[src/rtl/mem_access_ctrl.sv]
// Purpose : byte/half/word load-store adapter between a pipeline and a 32-bit single-port word RAM.
// Latency : loads, SW and errors respond 1 cycle after accept; SB/SH read-modify-write responds after 3.
// Backpress: busy holds while an op is in flight; requests presented while busy are ignored, not queued.
//
// Ports
//   clk, reset                    : clock and synchronous active-high reset
//   req_valid/req_we/funct/addr/wdata : request (accepted in IDLE only)
//   busy                          : op in flight, upstream must stall
//   resp_valid/resp_data/resp_err : one-cycle completion pulse with load result / error flag
//   mem_re/mem_we/mem_addr/mem_wdata/mem_rdata : word RAM port, read data returns one cycle after mem_re
module mem_access_ctrl #(
  parameter int ADDR_W = 10
) (
  input  logic              clk,
  input  logic              reset,
  input  logic              req_valid,
  input  logic              req_we,
  input  logic [2:0]        funct,
  input  logic [31:0]       addr,
  input  logic [31:0]       wdata,
  output logic              busy,
  output logic              resp_valid,
  output logic [31:0]       resp_data,
  output logic              resp_err,
  output logic              mem_re,
  output logic              mem_we,
  output logic [ADDR_W-1:0] mem_addr,
  output logic [31:0]       mem_wdata,
  input  logic [31:0]       mem_rdata
);

  typedef enum logic [2:0] {
    IDLE    = 3'd0,
    LD_WAIT = 3'd1,
    RMW_RD  = 3'd2,
    RMW_WR  = 3'd3,
    ACK     = 3'd4
  } state_t;

  state_t state_q, state_d;

  // Latched request. Only the address bits that reach the RAM or select a
  // lane are kept; sub-word stores only ever need the low half of wdata
  // because SW writes straight through in the accept cycle.
  logic              we_q;
  logic [2:0]        funct_q;
  logic [ADDR_W+1:0] addr_q;
  logic [15:0]       wdata_q;
  logic              err_q;
  logic [31:0]       merge_q;

  logic              accept;
  logic              req_err;
  logic              req_is_sw;
  logic [7:0]        ld_byte;
  logic [15:0]       ld_half;
  logic [31:0]       ld_result;
  logic [31:0]       merged;

  // Byte-address bits above the RAM window are deliberately ignored.
  logic              unused_addr_hi;
  assign unused_addr_hi = ^addr[31:ADDR_W+2];

  assign accept    = (state_q == IDLE) && req_valid;
  assign req_is_sw = req_we && (funct == 3'b010);
  assign busy      = (state_q != IDLE);

  // Request legality: reserved funct codes and misaligned half/word accesses.
  always_comb begin
    req_err = 1'b0;
    case (funct)
      3'b000:         req_err = 1'b0;
      3'b001:         req_err = addr[0];
      3'b010:         req_err = |addr[1:0];
      3'b100, 3'b101: req_err = req_we ? 1'b1 : (funct[0] & addr[0]);
      default:        req_err = 1'b1;
    endcase
  end

  // ---------------------------------------------------------------------
  // FSM: state register
  // ---------------------------------------------------------------------
  always_ff @(posedge clk) begin
    if (reset) begin
      state_q <= IDLE;
    end else begin
      state_q <= state_d;
    end
  end

  // ---------------------------------------------------------------------
  // FSM: next state
  // ---------------------------------------------------------------------
  always_comb begin
    state_d = state_q;
    case (state_q)
      IDLE: begin
        if (req_valid) begin
          if (req_err) begin
            state_d = ACK;
          end else if (!req_we) begin
            state_d = LD_WAIT;
          end else if (req_is_sw) begin
            state_d = ACK;
          end else begin
            state_d = RMW_RD;
          end
        end
      end
      LD_WAIT: state_d = IDLE;
      RMW_RD:  state_d = RMW_WR;
      RMW_WR:  state_d = ACK;
      ACK:     state_d = IDLE;
      default: state_d = IDLE;
    endcase
  end

  // ---------------------------------------------------------------------
  // Request latch and read-modify-write merge register
  // ---------------------------------------------------------------------
  always_ff @(posedge clk) begin
    if (reset) begin
      we_q    <= 1'b0;
      funct_q <= 3'b000;
      addr_q  <= '0;
      wdata_q <= 16'h0000;
      err_q   <= 1'b0;
      merge_q <= 32'h0000_0000;
    end else begin
      if (accept) begin
        we_q    <= req_we;
        funct_q <= funct;
        addr_q  <= addr[ADDR_W+1:0];
        wdata_q <= wdata[15:0];
        err_q   <= req_err;
      end
      // The RAM word read in the accept cycle is valid now.
      if (state_q == RMW_RD) begin
        merge_q <= mem_rdata;
      end
    end
  end

  // ---------------------------------------------------------------------
  // Load alignment and extension (mem_rdata is valid in LD_WAIT)
  // ---------------------------------------------------------------------
  always_comb begin
    case (addr_q[1:0])
      2'd0:    ld_byte = mem_rdata[7:0];
      2'd1:    ld_byte = mem_rdata[15:8];
      2'd2:    ld_byte = mem_rdata[23:16];
      default: ld_byte = mem_rdata[31:24];
    endcase
    ld_half = addr_q[1] ? mem_rdata[31:16] : mem_rdata[15:0];

    // funct[2] selects zero extension (LBU/LHU); funct[1:0] selects size.
    case (funct_q[1:0])
      2'b00:   ld_result = {{24{ld_byte[7] & ~funct_q[2]}}, ld_byte};
      2'b01:   ld_result = {{16{ld_half[15] & ~funct_q[2]}}, ld_half};
      default: ld_result = mem_rdata;
    endcase
  end

  // ---------------------------------------------------------------------
  // Store merge: insert the new byte/half into the captured word
  // ---------------------------------------------------------------------
  always_comb begin
    merged = merge_q;
    if (funct_q[0]) begin
      if (addr_q[1]) begin
        merged[31:16] = wdata_q;
      end else begin
        merged[15:0] = wdata_q;
      end
    end else begin
      case (addr_q[1:0])
        2'd0:    merged[7:0]   = wdata_q[7:0];
        2'd1:    merged[15:8]  = wdata_q[7:0];
        2'd2:    merged[23:16] = wdata_q[7:0];
        default: merged[31:24] = wdata_q[7:0];
      endcase
    end
  end

  // ---------------------------------------------------------------------
  // FSM: outputs
  // ---------------------------------------------------------------------
  always_comb begin
    mem_re     = 1'b0;
    mem_we     = 1'b0;
    mem_wdata  = 32'h0000_0000;
    resp_valid = 1'b0;
    resp_err   = 1'b0;
    resp_data  = 32'h0000_0000;
    // Address follows the live request while idle so the RAM can be
    // started in the accept cycle.
    mem_addr   = (state_q == IDLE) ? addr[ADDR_W+1:2] : addr_q[ADDR_W+1:2];

    // Reset masks every strobe so an aborted op never writes or responds.
    if (!reset) begin
      case (state_q)
        IDLE: begin
          if (req_valid && !req_err) begin
            if (req_is_sw) begin
              mem_we    = 1'b1;
              mem_wdata = wdata;
            end else begin
              // Loads, and the read half of SB/SH.
              mem_re = 1'b1;
            end
          end
        end
        LD_WAIT: begin
          resp_valid = 1'b1;
          resp_data  = we_q ? 32'h0000_0000 : ld_result;
        end
        RMW_WR: begin
          mem_we    = 1'b1;
          mem_wdata = merged;
        end
        ACK: begin
          resp_valid = 1'b1;
          resp_err   = err_q;
        end
        default: begin
        end
      endcase
    end
  end

endmodule

[config.mk]
export PLATFORM = sky130hd
export DESIGN_NAME = mem_access_ctrl
export DESIGN_NICKNAME = d
export VERILOG_FILES = /design/src/rtl/mem_access_ctrl.sv
export SDC_FILE = /design/constraint.sdc
export NUM_CORES = 1
export LEC_CHECK = 0
export CORE_MARGIN = 4
export CORE_UTILIZATION = 46
export DETAILED_ROUTE_END_ITERATION = 10
export PLACE_DENSITY = 0.86
export SETUP_SLACK_MARGIN = 0.05
export SYNTH_ARGS = -nofsm -noshare
export SYNTH_HDL_FRONTEND = slang
export SYNTH_SLANG_ARGS = --single-unit
[constraint.sdc]
create_clock -name clk -period 6.48 [get_ports clk]
set_clock_uncertainty 0.05 [all_clocks]
set_input_delay 1.62 -clock clk [delete_from_list [all_inputs] [get_ports clk]]
set_output_delay 1.62 -clock clk [all_outputs]
set_load 0.01 [all_outputs]
==> results of run 1 <==
-- routing by layer --
metal | track usage [%] | wire length (um) | vias to the layer above
met5 | 0 | 0 | -
met4 | 12.2 | 668 | 0
met3 | 8.08 | 1360 | 59
met2 | 47.1 | 7400 | 262
met1 | 30.4 | 5650 | 2318
li1 | - | - | 2364
-- Yosys cell counts, drive strengths merged, types with 2 or more instances --
cell	n	area, sq um
nor3b	2	15.0
nand3	9	45.0
a2111oi	2	42.5
nor3	9	45.0
a21oi	92	460
o2bb2ai	16	140
a311oi	2	17.5
a21o	24	180
o21ai	18	90.1
nand2	155	582
or2	2	12.5
nor2b	2	12.5
inv	3	11.3
or4b	2	20.0
clkinv	2	7.51
dfxtp	68	1360
clkbuf	49	184
a221oi	6	52.6
mux2	18	203
o22ai	14	87.6
nor4	4	25.0
a21bo	8	80.1
nor2	37	139
a211oi	17	128
a21boi	8	60.1
and3	8	50.1
buf	7	41.3
-- worst min-delay path, stage by stage (launching register included) --
cell and delay, ns:
dfxtp_1 0.31, nand2_1 0.05, a21oi_1 0.05
-- per-stage QoR --
step,total power (W),cells
after global placement,0.000703,824
after global routing,0.00105,840
final,0.00100,840
after detailed placement,0.000711,824
after floorplan,0.000593,599
after CTS,0.00100,840
-- power breakdown --
group / internal (W) / switching, W / leakage [nW]
Sequential: 0.000438 / 0.0000246 / 0.554
Combinational: 0.000118 / 0.000127 / 1.56
Clock: 0.000137 / 0.000159 / 0.0868
-- cells by family (layout without fill, tap and decap cells) --
family / after synthesis / after routing / share of synthesized area, %
DFF: 68 / 68 / 32.2
muxes: 19 / 19 / 5.33
xor gates and xnor gates: 2 / 2 / 0.415
AOI/OAI and AO/OA: 212 / 212 / 32.6
buffers and inverters: 61 / 194 / 5.77
and+or+nand+nor: 237 / 237 / 23.6
-- worst paths after layout --
check | end | slack (ns) | start | depth (start not counted)
worst max-delay path | mem_wdata[19] | 0.60 | addr[0] | 7
worst max register to register | wdata_q[7]$_SDFFE_PP0P_ | 4.31 | state_q[0]$_SDFFE_PP0P_ | 4
worst min-delay path | merge_q[16]$_SDFFE_PP0N_ | 0.40 | merge_q[16]$_SDFFE_PP0N_ | 2
worst min register to register | merge_q[16]$_SDFFE_PP0N_ | 0.40 | merge_q[16]$_SDFFE_PP0N_ | 2
-- final cells by class --
| cell class | count | area share (%) |
|---|---|---|
| Tap cell | 108 | 2.25 |
| Multi-Input combinational cell | 470 | 43.8 |
| Clock buffer | 11 | 2.19 |
| Clock inverter | 5 | 0.479 |
| Inverter | 5 | 0.313 |
| Timing Repair Buffer | 173 | 28.3 |
| Sequential cell | 68 | 22.7 |
-- registers in the layout (all words and copies together) (netlist names) --
register  count
funct_q       3
err_q         1
merge_q      32
state_q       3
addr_q       12
we_q          1
wdata_q      16
==> impl_metrics.py, run 1 <==
metrics = {
    "run_status": {
        "status": "finished clean",
    },
    "sta": {
        "slew_headroom_pct": 23.9,
        "holdWs_ns": 0.405,
        "final_hold_viol_count": 0,
        "setup_viol": 0,
        "final.period_utilization_pct": 90.7,
        "final_max_slew_viol_count": 0,
        "rsz0062_at_grt": "false",
        "fmax_ghz": 0.170,
        "min_period_ns": 5.88,
        "tightest_slew_ns": 1.14,
        "setup_ws_ns": 0.601,
        "setup-tns-final_ns": 0,
    },
    "final_layout": {
        "multi_input_area_sq_um": 2630,
        "final_common_cell": "clkdlybuf4s50_1",
        "antenna-diode-count": 0,
        "final_cell_area_sq_um": 6000,
        "syn2layout_area_growth_pct": 42.1,
        "fin_util_pct": 67.8,
        "seqCellArea_sq_um": 1360,
        "fin_nets": 830,
        "drive_gt1_share_pct": 8.61,
        "fillers": 734,
        "final_cell_mix": "clkdlybuf4s50_1 (160), nand2_1 (155), a21oi_1 (92)",
    },
    "critical_path": {
        "crit_type": "input pin to primary output",
        "crit_chain": "clkdlybuf4s50_1, or4_1, a2111oi_4, buf_4, nand2_1, a21oi_1, clkdlybuf4s50_1",
        "start_kind": "input pin",
        "crit_top_cell": "clkdlybuf4s50_1",
        "cp_num_buf_inv": 3,
        "arrival_ns": 4.21,
        "cp_top_family": "buffers and inverters",
        "crit_fanout": 17,
        "required_ns": 4.81,
        "critPathMaxStageDelay_ns": 0.61,
        "worst_path_max_delay_cell": "or4_1",
        "cp-end-kind": "primary output",
    },
    "place": {
        "place_congestion": 0.946,
        "place_ws_ns": 0.593,
        "hpwl_mm": 11.2,
        "placed_cell_area_sq_um": 5840,
        "portBuffers": 161,
    },
    "global_routing": {
        "grt_pass1_vias": 4952,
        "antenna_found_initial": 0,
        "grt_start_max_net_pins": 42,
        "overflow": 0,
        "gr-usage-all-layers_pct": 27.0,
        "grt_pass1_wl_mm": 24.3,
    },
    "synth": {
        "syn_area_sq_um": 4230,
        "yosysWarnings": 0,
        "postSynthAreaPerCell_sq_um": 7.05,
        "ys_types": 47,
        "ys_seq_area_share_pct": 32.2,
        "yosys_register_bits": 68,
        "synth_edf_count": 0,
        "synth-main-ff-cell": "dfxtp_1",
        "synth-async-reset-ratio_pct": 0,
        "syn-num-nets": 702,
        "synthCells": 599,
    },
    "route": {
        "dr.pass1.iters": 5,
        "drt-total-wl_mm": 15.1,
        "drc_errors": 0,
        "final_antenna_net_count": 0,
        "drtIter0Drc": 428,
        "vias_per_cell": 5.96,
        "wl_per_cell_um": 18.0,
        "via_count": 5003,
    },
    "clocking": {
        "numClockSinks": 68,
        "cts_tree": "yes",
        "root_buffer": "clkbuf_8",
        "post_cts_resized": 0,
        "clockBufferDepth": 2,
        "postCtsHoldBufs": 0,
        "h-tree-depth": 3,
        "post-cts-setup-buffers": 0,
        "cts_made_buffers": 9,
        "clkTransAtPathRegs_ns": 0.07,
        "insertion_delay_ns": 0.34,
    },
    "die": {
        "io_pins": 182,
        "die_w_um": 104,
        "initial_utilization_pct": 47.8,
        "die_area_sq_um": 10800,
        "core_sq_um": 8850,
        "rows": 34,
        "fp.dieH_um": 104,
    },
    "min_path": {
        "holdCritPathClass": "register to register",
    },
    "pwr": {
        "leakage_nw": 2.21,
        "vdd_drop_max_mv": 0.139,
        "power_density_nw_per_um2": 167,
    },
    "job": {
        "cap_violations": 0,
    },
}
No activity file was read; power rests on OpenSTA's default activity.
==> inputs of run 2 (changes only) <==
GPL_ROUTABILITY_DRIVEN = 0   (was not set)
==> impl_metrics.py, run 2 (synthesized netlist as in run 1, its figures left out) <==
metrics = {
    "sta": {
        "final_hold_viol_count": 0,
        "setup-tns-final_ns": 0,
        "min_period_ns": 5.93,
        "setup_viol": 0,
        "tightest_slew_ns": 1.17,
        "final.period_utilization_pct": 91.5,
        "rsz0062_at_grt": "false",
        "final_max_slew_viol_count": 0,
        "slew_headroom_pct": 22.2,
        "fmax_ghz": 0.169,
    },
    "job": {
        "cap_violations": 0,
    },
    "final_layout": {
        "largest_reg_flops": 32,
        "seqCellArea_sq_um": 1360,
        "syn2layout_area_growth_pct": 42.6,
        "top_register": "merge_q",
        "fin_nets": 829,
        "drive_gt1_share_pct": 8.37,
        "multi_input_area_sq_um": 2630,
        "fin_util_pct": 68.1,
        "final_common_cell": "clkdlybuf4s50_1",
        "fillers": 727,
        "antenna-diode-count": 0,
        "top_regs": "merge_q (32), wdata_q (16), addr_q (12)",
        "final_cell_mix": "clkdlybuf4s50_1 (160), nand2_1 (155), a21oi_1 (92)",
    },
    "die": {
        "die_area_sq_um": 10800,
        "die_w_um": 104,
        "rows": 34,
        "core_sq_um": 8850,
        "fp.dieH_um": 104,
        "io_pins": 182,
        "initial_utilization_pct": 47.8,
    },
    "clocking": {
        "cts_made_buffers": 9,
        "clkTransAtPathRegs_ns": 0.07,
        "post-cts-setup-buffers": 0,
        "insertion_delay_ns": 0.33,
        "numClockSinks": 68,
        "cts_tree": "yes",
        "clockBufferDepth": 2,
        "post_cts_resized": 0,
        "postCtsHoldBufs": 0,
        "root_buffer": "clkbuf_8",
        "h-tree-depth": 3,
    },
    "global_routing": {
        "grt_pass1_vias": 4942,
        "gr-usage-all-layers_pct": 27.0,
        "overflow": 0,
        "antenna_found_initial": 0,
        "grt_start_max_net_pins": 42,
        "grt_pass1_wl_mm": 24.2,
    },
    "route": {
        "drtIter0Drc": 463,
        "dr.pass1.iters": 5,
        "met1_length_mm": 5.65,
        "wl_per_cell_um": 18.0,
        "maxUsedRoutingLayer": "met4",
        "final_antenna_net_count": 0,
        "vias_per_cell": 6.03,
        "wl_met2_mm": 7.53,
        "via_count": 5051,
        "wl_met3_mm": 1.42,
        "drc_errors": 0,
        "drt-total-wl_mm": 15.1,
    },
    "pwr": {
        "vdd_drop_max_mv": 0.150,
        "power_density_nw_per_um2": 175,
        "leakage_nw": 2.21,
    },
    "critical_path": {
        "crit_fanout": 17,
        "crit_chain": "clkdlybuf4s50_1, or4_1, a2111oi_4, buf_4, nand2_1, a21oi_1, clkdlybuf4s50_1",
        "worst_path_max_delay_cell": "or4_1",
        "arrival_ns": 4.26,
        "crit_type": "input pin to primary output",
        "required_ns": 4.81,
        "start_kind": "input pin",
        "critPathMaxStageDelay_ns": 0.62,
        "cp-end-kind": "primary output",
        "crit_top_cell": "clkdlybuf4s50_1",
    },
    "place": {
        "hpwl_mm": 11.1,
        "portBuffers": 161,
    },
    "min_path": {
        "holdCritPathClass": "register to register",
    },
    "run_status": {
        "status": "finished clean",
    },
}
## run 2: stage by stage
stage	area [sq um]	worst slack, ns	cells	hold slack, ns	total power [W]
after floorplan	4230	1.48	599	0.382	0.000593
after global placement	5840	0.613	823	0.391	0.000702
after detailed placement	5840	0.549	823	0.397	0.000710
after CTS	6030	0.549	837	0.405	0.00105
after global routing	6030	0.408	837	0.424	0.00109
final	6030	0.550	837	0.406	0.00105
## run 2: worst paths after layout
kind	start	to	slack, ns	cells past startpoint
max	addr[0]	mem_wdata[19]	0.55	7
min	merge_q[16]$_SDFFE_PP0N_	merge_q[16]$_SDFFE_PP0N_	0.41	2
max reg2reg	state_q[0]$_SDFFE_PP0P_	addr_q[0]$_SDFFE_PP0P_	4.32	4
min reg2reg	merge_q[16]$_SDFFE_PP0N_	merge_q[16]$_SDFFE_PP0N_	0.41	2
## run 2: critical path: cells and delay by family
family / cells / cell delay, ns
buffers and inverters: 3 / 1.31
AND/OR/NAND/NOR: 2 / 0.70
AO/OA/AOI/OAI: 2 / 0.63
## run 2: report_power, final
group	switching (W)	internal (W)
logic	0.000128	0.000117
registers	0.0000242	0.000438
clock network	0.000152	0.000194
## run 2: cell type report
cell class	instances	share of cell area, %
Timing Repair Buffer	172	28.0
Multi-Input combinational cell	470	43.7
Tap cell	108	2.24
Clock inverter	2	0.581
Sequential cell	68	22.6
Clock buffer	12	2.57
Inverter	5	0.311
## run 2: metal layers
layer  global-route usage [%]  vias to the layer above
met3                     5.85                       52
met4                     10.2                        0
met5                        0                        -
met1                     31.4                     2326
li1                         -                     2366
met2                     48.2                      307
